**src/rtl/ps2_host_tx_if.sv**
```systemverilog
// rtl/ps2_host_tx_if.sv - PS/2 host transmitter command and line bundle
interface ps2_host_tx_if;
    logic       wr_ps2;
    logic [7:0] din;
    logic       ps2c_in;
    logic       ps2d_in;
    logic       ps2c_drv_low;
    logic       ps2d_drv_low;
    logic       tx_idle;
    logic       tx_done_tick;
    logic       tx_err;

    modport master (
        output wr_ps2, din, ps2c_in, ps2d_in,
        input  ps2c_drv_low, ps2d_drv_low, tx_idle, tx_done_tick, tx_err
    );

    modport slave (
        input  wr_ps2, din, ps2c_in, ps2d_in,
        output ps2c_drv_low, ps2d_drv_low, tx_idle, tx_done_tick, tx_err
    );
endinterface

```
**src/rtl/ps2_host_tx.sv**
```systemverilog
// rtl/ps2_host_tx.sv - PS/2 host-to-device command transmitter
module ps2_host_tx #(
    parameter int RTS_CYCLES     = 15000,
    parameter int FILTER_LEN     = 8,
    parameter int TIMEOUT_CYCLES = 2000000
) (
    input  logic          CLK_100MHZ,
    input  logic          reset,
    ps2_host_tx_if.slave  bus
);
    localparam int RTS_W = (RTS_CYCLES > 1) ? $clog2(RTS_CYCLES) : 1;
    localparam int TO_W  = (TIMEOUT_CYCLES > 1) ? $clog2(TIMEOUT_CYCLES) : 1;
    localparam logic [RTS_W-1:0] RTS_LAST = RTS_W'(RTS_CYCLES - 1);
    localparam logic [TO_W-1:0]  TO_LAST  = TO_W'(TIMEOUT_CYCLES - 1);

    typedef enum logic [2:0] {
        S_IDLE, S_RTS, S_START, S_DATA, S_STOP, S_ACK, S_WAIT
    } state_t;

    logic [FILTER_LEN-1:0] filt_q, filt_d;
    logic                  fval_q, fval_d;
    logic                  fall_q;

    state_t           state_q;
    logic [8:0]       sh_q;
    logic [3:0]       n_q;
    logic [RTS_W-1:0] rts_q;
    logic [TO_W-1:0]  to_q;
    logic             c_drv_q, d_drv_q, idle_q, done_q, err_q;

    // Next filter state: shift in ps2c, change level only when the window is unanimous
    always_comb begin
        filt_d = {bus.ps2c_in, filt_q[FILTER_LEN-1:1]};
        fval_d = fval_q;
        if (filt_d == '0)
            fval_d = 1'b0;
        else if (filt_d == '1)
            fval_d = 1'b1;
    end

    // Glitch filter and registered falling-edge pulse of the device clock
    always_ff @(posedge CLK_100MHZ) begin
        if (!reset) begin
            filt_q <= '1;
            fval_q <= 1'b1;
            fall_q <= 1'b0;
        end else begin
            filt_q <= filt_d;
            fval_q <= fval_d;
            fall_q <= fval_q & ~fval_d;
        end
    end

    // Transfer FSM: request-to-send, device-clocked shifting, ack capture, bus-idle wait
    always_ff @(posedge CLK_100MHZ) begin
        if (!reset) begin
            state_q <= S_IDLE;
            sh_q    <= '0;
            n_q     <= '0;
            rts_q   <= '0;
            to_q    <= '0;
            c_drv_q <= 1'b0;
            d_drv_q <= 1'b0;
            idle_q  <= 1'b1;
            done_q  <= 1'b0;
            err_q   <= 1'b0;
        end else begin
            done_q <= 1'b0;
            case (state_q)
                S_IDLE: begin
                    if (bus.wr_ps2) begin
                        sh_q    <= {~^bus.din, bus.din};
                        idle_q  <= 1'b0;
                        c_drv_q <= 1'b1;
                        rts_q   <= '0;
                        err_q   <= 1'b0;
                        state_q <= S_RTS;
                    end
                end
                S_RTS: begin
                    if (rts_q == RTS_LAST) begin
                        c_drv_q <= 1'b0;
                        d_drv_q <= 1'b1;
                        to_q    <= '0;
                        state_q <= S_START;
                    end else begin
                        rts_q <= rts_q + RTS_W'(1);
                    end
                end
                default: begin
                    to_q <= fall_q ? '0 : to_q + TO_W'(1);
                    if (state_q == S_WAIT && bus.ps2c_in && bus.ps2d_in) begin
                        done_q  <= 1'b1;
                        idle_q  <= 1'b1;
                        state_q <= S_IDLE;
                    end else if (fall_q) begin
                        case (state_q)
                            S_START: begin
                                d_drv_q <= ~sh_q[0];
                                n_q     <= '0;
                                state_q <= S_DATA;
                            end
                            S_DATA: begin
                                sh_q <= {1'b0, sh_q[8:1]};
                                n_q  <= n_q + 4'd1;
                                if (n_q == 4'd8) begin
                                    d_drv_q <= 1'b0;
                                    state_q <= S_STOP;
                                end else begin
                                    d_drv_q <= ~sh_q[1];
                                end
                            end
                            S_STOP: state_q <= S_ACK;
                            S_ACK: begin
                                err_q   <= bus.ps2d_in;
                                state_q <= S_WAIT;
                            end
                            default: ;
                        endcase
                    end else if (to_q == TO_LAST) begin
                        c_drv_q <= 1'b0;
                        d_drv_q <= 1'b0;
                        err_q   <= 1'b1;
                        done_q  <= 1'b1;
                        idle_q  <= 1'b1;
                        state_q <= S_IDLE;
                    end
                end
            endcase
        end
    end

    assign bus.ps2c_drv_low = c_drv_q;
    assign bus.ps2d_drv_low = d_drv_q;
    assign bus.tx_idle      = idle_q;
    assign bus.tx_done_tick = done_q;
    assign bus.tx_err       = err_q;
endmodule
```
**src/flat_wrapper.sv**
```systemverilog
// flat-port wrapper written by rule: the top's interface ports become plain ports
module ps2_host_tx_flat 
#(
    parameter int RTS_CYCLES     = 15000,
    parameter int FILTER_LEN     = 8,
    parameter int TIMEOUT_CYCLES = 2000000
)
  (CLK_100MHZ, reset, bus_wr_ps2, bus_din, bus_ps2c_in, bus_ps2d_in, bus_ps2c_drv_low, bus_ps2d_drv_low, bus_tx_idle, bus_tx_done_tick, bus_tx_err);
  ps2_host_tx_if bus_i ();
  input  logic CLK_100MHZ;
  input  logic reset;
  input wire logic [$bits(bus_i.wr_ps2)-1:0] bus_wr_ps2;
  input wire logic [$bits(bus_i.din)-1:0] bus_din;
  input wire logic [$bits(bus_i.ps2c_in)-1:0] bus_ps2c_in;
  input wire logic [$bits(bus_i.ps2d_in)-1:0] bus_ps2d_in;
  output wire logic [$bits(bus_i.ps2c_drv_low)-1:0] bus_ps2c_drv_low;
  output wire logic [$bits(bus_i.ps2d_drv_low)-1:0] bus_ps2d_drv_low;
  output wire logic [$bits(bus_i.tx_idle)-1:0] bus_tx_idle;
  output wire logic [$bits(bus_i.tx_done_tick)-1:0] bus_tx_done_tick;
  output wire logic [$bits(bus_i.tx_err)-1:0] bus_tx_err;
  assign bus_i.wr_ps2 = bus_wr_ps2;
  assign bus_i.din = bus_din;
  assign bus_i.ps2c_in = bus_ps2c_in;
  assign bus_i.ps2d_in = bus_ps2d_in;
  assign bus_ps2c_drv_low = bus_i.ps2c_drv_low;
  assign bus_ps2d_drv_low = bus_i.ps2d_drv_low;
  assign bus_tx_idle = bus_i.tx_idle;
  assign bus_tx_done_tick = bus_i.tx_done_tick;
  assign bus_tx_err = bus_i.tx_err;
  ps2_host_tx #(.RTS_CYCLES(RTS_CYCLES), .FILTER_LEN(FILTER_LEN), .TIMEOUT_CYCLES(TIMEOUT_CYCLES)) u_core (.CLK_100MHZ(CLK_100MHZ), .reset(reset), .bus(bus_i));
endmodule
```
**config.mk**
```make
export PLATFORM = sky130hd
export DESIGN_NAME = ps2_host_tx_flat
export DESIGN_NICKNAME = d
export VERILOG_FILES = /design/src/rtl/ps2_host_tx_if.sv /design/src/rtl/ps2_host_tx.sv /design/src/flat_wrapper.sv
export SDC_FILE = /design/constraint.sdc
export NUM_CORES = 1
export LEC_CHECK = 0
export ABC_AREA = 0
export CAP_MARGIN = 20
export CORE_ASPECT_RATIO = 1.4
export CORE_UTILIZATION = 50
export DETAILED_ROUTE_END_ITERATION = 16
export PLACE_DENSITY = 0.65
export REMOVE_ABC_BUFFERS = 1
export SLEW_MARGIN = 25
export SYNTH_ARGS = -nofsm -noshare
export SYNTH_HDL_FRONTEND = slang
export SYNTH_SLANG_ARGS = --single-unit
```
**constraint.sdc**
```tcl
create_clock -name CLK_100MHZ -period 3.55 [get_ports CLK_100MHZ]
set_input_delay 0.71 -clock CLK_100MHZ [delete_from_list [all_inputs] [get_ports CLK_100MHZ]]
set_output_delay 0.71 -clock CLK_100MHZ [all_outputs]
set_load 0.01 [all_outputs]
```
==> results of run 1 <==
-- critical path, cell delays in order --
cell             delay [ns]
clkdlybuf4s50_1        0.56
or3b_2                 0.48
a21oi_2                0.57
nor2_1                 0.09
a311oi_1               0.28
-- metal layers --
| metal | up-vias | wire length [um] | share of wire |
|---|---|---|---|
| met5 | - | 0 | 0 |
| met4 | 0 | 90 | 0.012 |
| met3 | 7 | 222 | 0.030 |
| met2 | 45 | 3807 | 0.52 |
| met1 | 1443 | 3256 | 0.44 |
| li1 | 1487 | - | - |
-- sequential cells by signal, indices dropped and copies added (netlist names) --
signal / count
u_core.to_q: 21
u_core.sh_q: 9
u_core.fall_q: 1
u_core.filt_q: 7
u_core.rts_q: 14
u_core.bus.ps2c_drv_low: 1
u_core.bus.ps2d_drv_low: 1
u_core.state_q: 3
u_core.fval_q: 1
u_core.n_q: 4
u_core.bus.tx_done_tick: 1
u_core.bus.tx_idle: 1
u_core.bus.tx_err: 1
-- worst paths after layout --
| check | from | end | slack (ns) | cells past startpoint |
|---|---|---|---|---|
| hold reg to reg | u_core.fval_q | u_core.fall_q | 0.46 | 2 |
| setup / recovery | bus_wr_ps2 | u_core.sh_q[7] | 1.09 | 5 |
| hold / removal | u_core.fval_q | u_core.fall_q | 0.46 | 2 |
| setup reg to reg | u_core.state_q[1] | u_core.to_q[14] | 1.18 | 4 |
-- synth_stat cells, drive strengths merged (2+ instances only) --
cell     n
nor2b    3
a21oi   31
nand2b   9
nand4b   4
a31oi    7
xor2     8
nor3     8
nand4   10
or4      2
and3     5
mux2i    3
nand3   18
ha       4
nand2   39
or3      5
and2     8
nor3b    2
inv      4
or2      3
a22oi    3
a211oi   4
nor4b    2
buf      5
and4     6
a311oi   9
nor4     2
xnor2   11
nor4bb   2
nand3b   2
clkbuf  18
dfxtp   65
o211ai   2
o21ai   33
a41oi    2
nor2    52
-- kinds of logic (layout without fill, tap and decap cells) --
| kind of cell | count (synthesis) | in the layout |
|---|---|---|
| compound gates | 103 | 103 |
| xor+xnor | 19 | 19 |
| fa+ha+maj | 4 | 4 |
| buf+inv | 28 | 43 |
| flops | 65 | 65 |
| mux | 3 | 3 |
| simple gates | 184 | 184 |
-- power by group --
group          switching [W]  internal, W
Clock               0.000300     0.000343
Combinational       0.000285     0.000160
Sequential         0.0000381     0.000784
Total               0.000624      0.00129
-- final cells by class --
cell class | instances | area [um^2] | share of cell area
Tap cell | 72 | 90.09 | 0.02425
Multi-Input combinational cell | 313 | 1892 | 0.5093
Clock buffer | 10 | 137.6 | 0.03705
Timing Repair Buffer | 22 | 207.7 | 0.05591
Clock inverter | 6 | 67.56 | 0.01819
Sequential cell | 65 | 1301 | 0.3503
Inverter | 5 | 18.77 | 0.005052
-- stage by stage --
| step | util | hold slack [ns] | setup slack, ns |
|---|---|---|---|
| after floorplan | - | 0.4260 | 1.393 |
| after global placement | 0.5574 | 0.4406 | 0.8347 |
| after detailed placement | 0.5574 | 0.4510 | 0.7670 |
| after CTS | 0.5900 | 0.4712 | 1.109 |
| after global routing | 0.5900 | 0.4955 | 0.9806 |
| final | 0.5900 | 0.4645 | 1.089 |
==> impl_metrics.toml, run 1 <==
[grt]
met3_usage = 0.04025
antenna_found_initial = 0
grt_usage = 0.2277
grtUsageMet1 = 0.2679
grt_use_met2 = 0.3987
grt_max_degree = 32
grt_busiest_layer = "met2"
grt_pass1_wl_um = 12650
grt_overflow = 0
grt_pass1_vias = 2815

[outcome]
status = "completed"

[routing]
drt_wl_total_um = 7377
drtIter0Drc = 185
drcViolationCount = 0
final_antenna_net_count = 0
dr.pass1.iters = 6
vias = 2982
viasPerCell = 6.049
wl_per_cell_um = 14.96

[floorplanning]
fp.dieW_um = 70.85
die_area_mm2 = 0.006971
die_y_um = 98.39
start_util = 0.5270
core_area_mm2 = 0.006296
rows = 34
io-pin-count = 18

[logic_synthesis]
ys_ff_latch = 65
synth-main-ff-cell = "dfxtp_1"
synth_top_cell_by_area = "dfxtp_1"
synth_cell_types = 58
async_flop_share = 0
syn-cell-area_mm2 = 0.003318
yosys_warnings = 0
synth_top_family_by_area = "simple AND/OR/NAND/NOR gates"
synth_simple_gate_area_frac = 0.2919
synth-seq-area-share = 0.3922
synth_edf_count = 0
ys_top_cells_by_area = "dfxtp_1 39%, nor2_1 5.8%, a21oi_1 4.5%"
avgSynthCellArea_um2 = 8.173
synth-compound-area-share = 0.2040
yosysTopAreaCellShare = 0.3922
synth-xor-area-share = 0.05015
synth.area.mux_share = 0.009050
netlist_instances = 406
synth-adder-area-share = 0.01508

[timing]
worst_pin_slew_ns = 0.8275
fmax_mhz = 406.4
period_minus_slack_ns = 2.461
finalSetupViolations = 0
clock_skew_ns = 0.009041
setup_tns_ns = 0
min_period_over_period = 0.6931
slew_headroom = 0.4470
hold_violations = 0
rsz0062_at_grt = "false"
slew_viol_final = 0

[min_path]
hold_path_class = "register to register"

[cells_and_area]
finalNetCount = 433
fillers = 609
mostFrequentLayoutCell = "dfxtp_1"
stdcell_count = 493
areaGrowthSynthToFinish_pct = 11.95
mostFrequentLayoutCells = "65 x dfxtp_1, 51 x nor2_1, 39 x nand2_1, 30 x o21ai_0, 30 x a21oi_1"
drive_above_1_share = 0.08314
diodes = 0
post-route-cell-area_mm2 = 0.003715

[power]
power_w = 0.001911
leakage_nw = 1.311
pwr_density_cell_mw_per_mm2 = 514.3
peakVddDrop_v = 0.0002952

[cts]
cts_resized = 0
clkLatencyLatePin_ns = 0.34
clock_path_buffers = 2
cts_setup_buffers = 0
numCtsBuffers = 9
cts_htree_levels = 3
clockRootBuffer = "clkbuf_8"
holdBufCountCts = 0
clk_pin_slew_ns = 0.07
clock_sinks = 65
cts_tree = "built"

[run]
cap_violations = 0

[place]
gp_congestion = 0.7938
hpwl_um = 4987
placed_cells = 477
port_buffers = 17
dpl-instance-area_mm2 = 0.003510

[critical_path]
path_max_fanout = 17
worstSetupPathType = "primary input to register"
startpoint_type = "primary input"
cp_data_required_time_ns = 3.78
cp.arrival_ns = 2.69
cp-end-kind = "register"
(Power assumes the default switching activity.)
==> run 2: changes to the inputs <==
--- a/config.mk
+++ b/config.mk
@@ -10,7 +10,7 @@
 export CORE_ASPECT_RATIO = 1.4
 export CORE_UTILIZATION = 50
 export DETAILED_ROUTE_END_ITERATION = 16
-export PLACE_DENSITY = 0.65
+export PLACE_DENSITY = 0.68
 export REMOVE_ABC_BUFFERS = 1
 export SLEW_MARGIN = 25
 export SYNTH_ARGS = -nofsm -noshare
==> constraint.sdc (replaced) <==
create_clock -name CLK_100MHZ -period 2.25 [get_ports CLK_100MHZ]
set_input_delay 0.45 -clock CLK_100MHZ [delete_from_list [all_inputs] [get_ports CLK_100MHZ]]
set_output_delay 0.45 -clock CLK_100MHZ [all_outputs]
set_load 0.01 [all_outputs]
==> run 2 against run 1 <==
Compared with the run above: non-clock buffer count up 19; wire length up 2.8%; via count up 1.8%; clock power up 91%; die area unchanged; combinational power up 78%; critical path depth unchanged; first-iteration DRC count down 14%; sequential power up 57%; critical endpoint is now u_core.to_q[18]; highest routed layer unchanged.
==> impl_metrics.toml, run 2 (synthesis gave the netlist of run 1 again) <==
[outcome]
status = "completed"

[floorplanning]
fp.dieW_um = 70.85
io-pin-count = 18
rows = 34
core_area_mm2 = 0.006296
start_util = 0.5270
die_area_mm2 = 0.006971
die_y_um = 98.39

[critical_path]
cp.arrival_ns = 2.28
cp_data_required_time_ns = 2.46
worstSetupPathType = "register to register"
cp-end-kind = "register"
startpoint_type = "register"
path_max_fanout = 23

[routing]
viasPerCell = 5.928
wl_met3_um = 241
drcViolationCount = 0
routed.top_layer = "met4"
vias = 3035
drtIter0Drc = 159
route.met2.wl_um = 3984
final_antenna_net_count = 0
drt_wl_total_um = 7583
wl_per_cell_um = 14.81
dr.pass1.iters = 6
drt-met1-wl_um = 3204

[cells_and_area]
largest_register_ffs = 21
seqCellArea_mm2 = 0.001301
diodes = 0
stdcell_count = 512
utilization = 0.6242
finalNetCount = 452
mostFrequentLayoutCells = "65 x dfxtp_1, 51 x nor2_1, 39 x nand2_1, 30 x o21ai_0, 30 x a21oi_1"
mostFrequentLayoutCell = "dfxtp_1"
fillers = 577
drive_above_1_share = 0.1227
regMostFlops = "u_core.to_q"
reg.largest.list = "u_core.to_q: 21 flops, u_core.rts_q: 14 flops, u_core.sh_q: 9 flops"
areaGrowthSynthToFinish_pct = 18.44
multi_input_area_mm2 = 0.001892

[cts]
cts_setup_buffers = 0
numCtsBuffers = 9
clock_sinks = 65
clock_path_buffers = 2
clk_pin_slew_ns = 0.08
cts_htree_levels = 3
cts_resized = 0
holdBufCountCts = 0
clockRootBuffer = "clkbuf_8"
clkLatencyLatePin_ns = 0.33
cts_tree = "built"

[power]
power_w = 0.003319
intPower_w = 0.002329
power.switching_w = 0.0009896
pwr_density_cell_mw_per_mm2 = 844.4
p_clk_frac = 0.372
seqPwrFrac = 0.390
leakage_nw = 1.453
combPwrFrac = 0.239
netSwitchingFraction = 0.2982
peakVddDrop_v = 0.0005536

[timing]
hold_violations = 0
fmax_mhz = 484.3
min_period_over_period = 0.9177
slew_headroom = 0.7077
worst_pin_slew_ns = 0.4352
finalSetupViolations = 0
setup_tns_ns = 0
rsz0062_at_grt = "false"
clock_skew_ns = 0.007957
slew_viol_final = 0
period_minus_slack_ns = 2.065

[place]
placed_cells = 496
gp_congestion = 0.7873
hpwl_um = 5286
port_buffers = 17

[min_path]
hold_path_class = "register to register"

[grt]
grt_usage = 0.2353
grt_pass1_wl_um = 13080
grt_overflow = 0
grt_pass1_vias = 2903
grt_max_degree = 31
antenna_found_initial = 0

[run]
cap_violations = 0
run 2: worst max-delay path, cell delays in order, from the launching register on:
cell	delay, ns
dfxtp_1	0.36
or4b_4	0.57
o41a_4	0.51
buf_4	0.23
o21ai_0	0.19
a21oi_1	0.09
run 2: power groups by stage:
stage / registers (W) / logic (W) / clock network (W)
floorplan: 0.00135 / 0.000441 / 0
global placement: 0.00132 / 0.000781 / 0
detailed placement: 0.00132 / 0.000793 / 0
CTS: 0.00129 / 0.000797 / 0.00126
global route: 0.00130 / 0.000884 / 0.00130
finish: 0.00129 / 0.000793 / 0.00123
run 2: path summary, 6_finish.rpt:
path | startpoint | end | slack (ns) | cells past startpoint
worst max-delay path | u_core.rts_q[3] | u_core.to_q[18] | 0.19 | 5
worst min-delay path | u_core.filt_q[4] | u_core.filt_q[3] | 0.46 | 1
worst max register to register | u_core.rts_q[3] | u_core.to_q[18] | 0.19 | 5
worst min register to register | u_core.filt_q[4] | u_core.filt_q[3] | 0.46 | 1
run 2: cell type report:
class / count / share of cell area
multi-input cells: 313 / 0.4814
inverters: 5 / 0.004776
well taps: 72 / 0.02292
flip-flops and latches: 65 / 0.3311
clock inverters: 6 / 0.02929
repair buffers: 41 / 0.09551
clock buffers: 10 / 0.03502
run 2: metrics by stage:
| step | setup slack (ns) | area, um^2 | hold slack [ns] |
|---|---|---|---|
| 5_1_grt | 0.06705 | 3930 | 0.4975 |
| 4_1_cts | 0.1873 | 3930 | 0.4715 |
| 3_5_place_dp | 0.06700 | 3677 | 0.4467 |
| 6_report | 0.1852 | 3930 | 0.4647 |
| 2_1_floorplan | 0.09280 | 3212 | 0.4260 |
| 3_3_place_gp | 0.1263 | 3677 | 0.4444 |
run 2: metal layers:
layer,global-route usage,vias to the layer above
met2,0.4142,56
met1,0.2794,1439
li1,-,1528
met4,0.09385,0
met5,0,-
met3,0.04334,12
